`src/rtl/pc_controller.sv`:
```
// pc_controller: fetch-side program-counter sequencer.
// Loads the reset vector from instruction memory, then steps the PC. It
// redirects the PC on exm-stage branches and on two-beat popped return
// addresses, and takes interrupts by pushing the current PC and jumping to
// INT_VECTOR.
module pc_controller #(
    parameter logic [31:0] RESET_VECTOR_ADDR = 32'd0,
    parameter logic [31:0] INT_VECTOR        = 32'd2
) (
    input  logic        i_clk,
    input  logic        i_reset,
    input  logic        i_stall,
    input  logic        i_branch_decision,
    input  logic [31:0] i_pc_new,
    input  logic        i_pop_valid,
    input  logic [15:0] i_pop_data,
    input  logic        i_interrupt,
    input  logic [15:0] i_imem_data,
    output logic [31:0] o_imem_addr,
    output logic [31:0] o_pc,
    output logic [31:0] o_pc_plus1,
    output logic        o_flush,
    output logic        o_int_ack,
    output logic [31:0] o_push_pc,
    output logic        o_ready
);

    typedef enum logic [1:0] {
        RST_HI,
        RST_LO,
        RUN,
        POP_LO
    } state_t;

    state_t      state;
    logic [15:0] hi_reg;
    logic        int_pending;

    logic take_pop;
    logic take_branch;
    logic take_int;

    // Priority decode of the RUN-state redirect sources: pop, branch, interrupt
    always_comb begin
        // NOTE: every always_comb output gets a default first so no path leaves it unassigned (no latch).
        take_pop    = 1'b0;
        take_branch = 1'b0;
        take_int    = 1'b0;
        if (state == RUN) begin
            take_pop    = i_pop_valid;
            take_branch = !i_pop_valid && i_branch_decision;
            take_int    = !i_pop_valid && !i_branch_decision && (int_pending || i_interrupt);
        end
    end

    // Instruction-memory address: reset-vector words during boot, PC afterwards
    always_comb begin
        o_imem_addr = o_pc;
        case (state)
            RST_HI:  o_imem_addr = RESET_VECTOR_ADDR;
            RST_LO:  o_imem_addr = RESET_VECTOR_ADDR + 32'd1;
            default: o_imem_addr = o_pc;
        endcase
    end

    assign o_pc_plus1 = o_pc + 32'd1;

    // Fetched word is unusable while booting, waiting on a pop, or redirecting
    assign o_flush = (state != RUN) || take_pop || take_branch || take_int;

    // Sequencer state, PC and registered interrupt outputs
    always_ff @(posedge i_clk or negedge i_reset) begin
        if (!i_reset) begin
            state       <= RST_HI;
            o_pc        <= 32'd0;
            hi_reg      <= 16'd0;
            int_pending <= 1'b0;
            o_int_ack   <= 1'b0;
            o_push_pc   <= 32'd0;
            o_ready     <= 1'b0;
        end else begin
            // NOTE: state uses non-blocking assignments so every read in this block sees pre-edge values.
            o_int_ack <= 1'b0;
            // A request that cannot be taken this edge is remembered; repeats collapse.
            if (i_interrupt && !take_int) begin
                int_pending <= 1'b1;
            end
            case (state)
                RST_HI: begin
                    hi_reg <= i_imem_data;
                    state  <= RST_LO;
                end
                RST_LO: begin
                    o_pc    <= {hi_reg, i_imem_data};
                    o_ready <= 1'b1;
                    state   <= RUN;
                end
                RUN: begin
                    if (take_pop) begin
                        hi_reg <= i_pop_data;
                        state  <= POP_LO;
                    end else if (take_branch) begin
                        o_pc <= i_pc_new;
                    end else if (take_int) begin
                        o_push_pc   <= o_pc;
                        o_int_ack   <= 1'b1;
                        o_pc        <= INT_VECTOR;
                        int_pending <= 1'b0;
                    end else if (!i_stall) begin
                        o_pc <= o_pc_plus1;
                    end
                end
                POP_LO: begin
                    if (i_pop_valid) begin
                        o_pc  <= {hi_reg, i_pop_data};
                        state <= RUN;
                    end
                end
                default: state <= RST_HI;
            endcase
        end
    end

endmodule

```
`config.mk`:
```
export PLATFORM = sky130hd
export DESIGN_NAME = pc_controller
export DESIGN_NICKNAME = d
export VERILOG_FILES = /design/src/rtl/pc_controller.sv
export SDC_FILE = /design/constraint.sdc
export NUM_CORES = 1
export LEC_CHECK = 0
export BUFFER_PORTS_ARGS = -buffer_cell sky130_fd_sc_hd__buf_2
export CAP_MARGIN = 20
export CORE_AREA = 2 2 106 108
export DETAILED_ROUTE_END_ITERATION = 6
export DIE_AREA = 0 0 108 110
export PLACE_DENSITY = 0.8
export RECOVER_POWER = 25
export SETUP_SLACK_MARGIN = 0.4
export SLEW_MARGIN = 5
export SYNTH_ARGS = -nofsm -noshare
export SYNTH_HDL_FRONTEND = slang
export SYNTH_SLANG_ARGS = --single-unit
```
`constraint.sdc`:
```
create_clock -name i_clk -period 2.9 [get_ports i_clk]
set_clock_uncertainty 0.1 [all_clocks]
set_input_delay 0.58 -clock i_clk [delete_from_list [all_inputs] [get_ports i_clk]]
set_output_delay 0.58 -clock i_clk [all_outputs]
set_load 0.02 [all_outputs]
```
==> qor.yml <==
synth.distinct_cells: 65
core_area_mm2: 0.0107
grt_start_max_net_pins: 42
p_leak_uw: 0.00371
initialDrtViolationCount: 964
synthesis.nets: 674
worstPathRequired_ps: 2220
synthMuxAreaShare_pct: 6.07
nNetsFinal: 949
areaGrowthSynthToFinish_pct: 49.2
synth-adder-area-share_pct: 0.236
ant_nets: 0
fillers: 740
htreeDepth: 3
seq_power_share_pct: 29.5
fmax_mhz: 353
synth_compound_area_share_pct: 22.5
clock-sinks: 85
synth_area_mm2: 0.00530
arrival_ps: 2150
p_switching_uw: 3350
cts_made_buffers: 9
pwr_density_cell_mw_per_mm2: 901
wire_per_inst_um: 23.2
async_flop_share_pct: 100
grt-ovfl-total: 0
ios: 201
setup_viol: 0
port_buffers: 200
fin_setup_tns_ps: 0
combinationalPowerShare_pct: 58.4
crit_chain: "and4_4, nand4_4, buf_4, nor4_2, or2_4, buf_6"
antenna_found_initial: 1
syn_avg_cell_area_um2: 8.79
seqCellArea_mm2: 0.00216
peakVddDrop_mv: 0.456
crit_end: "o_pc_plus1[21]"
cts_tree: "done"
cap_violations: 0
status: "finished clean"
synth-xor-area-share_pct: 4.30
worstMarginPinSlew_ps: 858
utilization_pct: 73.9
root_buffer: "clkbuf_8"
multiInputGateArea_mm2: 0.00324
hold_class: "input port to asynchronous set/reset pin"
slew-limit-headroom_pct: 42.8
yosys_warnings: 0
critPathSlowestCell: "dfrtp_2"
drv_slew: 0
cts_hold_buf: 0
power_frac_clock_pct: 12.0
finalWirelength_um: 23700
yosys.area_share.simple_pct: 21.1
die_h_um: 110
swShare_pct: 47.1
diodes: 0
synth-seq-cells: 85
die_w_um: 108
synth-edff-count: 0
hold_slack_ps: 86.5
start_util_pct: 49.5
worstSetupPathType: "register to primary output"
internal_power_uw: 3770
reg2reg_slack_ps: 330
synth_cells: 603
critPathMaxFanout: 6
worstSetupEndpointType: "primary output"
grt_usage_pct: 35.1
num_rows: 38
clock_latency_ps: 370
die_area_mm2: 0.0119
cpPeakStageDelay_ps: 400
r2r_cells: 6
seq_area_frac_synth_pct: 40.2
drtPass1Iterations: 6
grt_pass1_vias: 5885
crit_path_start: "o_pc[5]"
drc: 0
cp-start-kind: "register"
synth_flop_cell: "dfrtp_1"
place_congestion: 0.932
dp_hpwl_um: 14300
path_clk_slew_ps: 90
clockBufferDepth: 2
rr_startpoint: "state[1]"
rsz0062_at_grt: "yes"
viasPerCell: 6.55
period_share_pct: 97.7
grt_pass1_wl_um: 31800
drive_above_1_share_pct: 49.7
period_needed_ps: 2830
vias: 6683
r2r-end: "o_pc[13]"
synth_top_family_by_area: "compound AO/OA/AOI/OAI gates"
hold_viol: 0
[worst min-delay path by stage]
| stage | cells after the start | end | slack [ps] |
|---|---|---|---|
| floorplan | 0 | hi_reg[0] | 180 |
| global placement | 1 | o_ready | 350 |
| detailed placement | 1 | o_ready | 360 |
| CTS | 1 | o_ready | 100 |
| global route | 1 | o_ready | 120 |
| finish | 1 | o_ready | 90 |
[cell usage after synthesis (3+ instances only)]
library cell / instances / area share, %
o21ai_0: 44 / 4.2
nor3_1: 9 / 0.85
o31a_1: 7 / 1.2
o221ai_1: 4 / 0.66
nand4_1: 9 / 1.1
xnor2_1: 20 / 3.3
a222oi_1: 4 / 0.76
buf_1: 3 / 0.21
and3_1: 5 / 0.59
xor2_1: 6 / 0.99
clkbuf_1: 26 / 1.8
inv_1: 16 / 1.1
and4_1: 6 / 0.99
a21oi_1: 45 / 4.3
o32ai_1: 5 / 0.83
o22ai_1: 29 / 3.4
nand3_1: 16 / 1.5
mux2_2: 25 / 5.3
nor2b_1: 4 / 0.47
buf_2: 17 / 1.6
nor2_1: 46 / 3.3
a21o_1: 3 / 0.43
o31ai_1: 3 / 0.43
nand2b_1: 4 / 0.47
or2_2: 4 / 0.47
dfrtp_1: 85 / 40
and2_1: 27 / 3.2
a31oi_1: 13 / 1.5
mux2i_1: 4 / 0.76
or3_1: 16 / 1.9
nand2_1: 43 / 3.0
a221o_1: 3 / 0.57
a22o_1: 3 / 0.50
a22oi_1: 5 / 0.71
nor4_1: 7 / 0.83
[cell families (layout without fill, tap and decap cells)]
family / after synthesis / count (layout)
simple gates: 207 / 207
buf+inv: 68 / 346
flops: 85 / 85
xor+xnor: 26 / 26
mux: 29 / 29
compound gates: 187 / 187
fa+ha+maj: 1 / 1
[through the flow]
| stage | instances | total power [µW] | instance area (µm²) | setup WS (ps) |
|---|---|---|---|---|
| 6_report | 1021 | 7120 | 7910 | 67.6 |
| 5_1_grt | 1021 | 7400 | 7910 | 47.3 |
| 4_1_cts | 986 | 6560 | 7400 | 223 |
| 3_5_place_dp | 913 | 5240 | 6450 | 241 |
| 3_3_place_gp | 913 | 5180 | 6450 | 303 |
| 2_1_floorplan | 603 | 4070 | 5310 | 425 |
[layout make-up]
class / count / area share [%]
multi-input combinational: 450 / 41.0
sequential: 85 / 27.3
timing repair buffer: 315 / 26.3
tap: 140 / 2.22
clock buffer: 12 / 1.84
inverter: 17 / 0.902
clock inverter: 2 / 0.443
[per-layer routing]
metal  GRT usage (%)  vias up  routed length, µm
li1                -     2770                  -
met2            57.3      612              11000
met4            12.9        2               1230
met1            47.0     3153               8420
met3            6.17      146               3020
met5               0        -                 13
[cells in the final DEF, fill, tap and decap left out, types with 4 or more instances in the layout]
master,netlist,final
dfrtp_2,0,25
xor2_1,6,4
and2_1,27,26
nor4_4,1,5
o21ai_0,44,44
a22oi_1,5,5
and4_4,0,7
nand3_1,16,13
xnor2_2,0,8
mux2_2,25,25
o32ai_1,5,5
o31a_1,7,7
nand2_1,43,40
clkbuf_8,0,10
inv_1,16,14
a222oi_1,4,4
nor3_4,0,6
a21oi_1,45,45
nand4_1,9,9
o22ai_1,29,29
buf_2,17,174
dfrtp_1,85,60
buf_6,2,24
nor2_1,46,41
nand2b_1,4,4
or3_1,16,15
xnor2_1,20,12
a31oi_1,13,13
buf_4,1,111
buf_12,0,5
o221ai_1,4,4
mux2i_1,4,4
[power groups by stage]
stage                     combinational [µW]  clock (µW)  sequential (µW)
final                                   4160         858             2100
after global routing                    4360         897             2140
after CTS                               3680         847             2040
after detailed placement                3070           0             2160
after global placement                  3050           0             2140
after floorplan                         1650           0             2420
[worst max-delay path: cells and delay by family (launching register included)]
kind | cells | cell delay (ps)
flip-flops | 1 | 400
buffers and inverters | 2 | 320
AND/OR/NAND/NOR | 4 | 1060
[what timing repair did]
item / CTS / global route
resized for setup: 97 / 49
endpoints found under the setup margin: 28 / 27
pin swaps: 34 / 38
setup buffers: 59 / 34
Note: power is estimated with default switching activity, not from simulation.
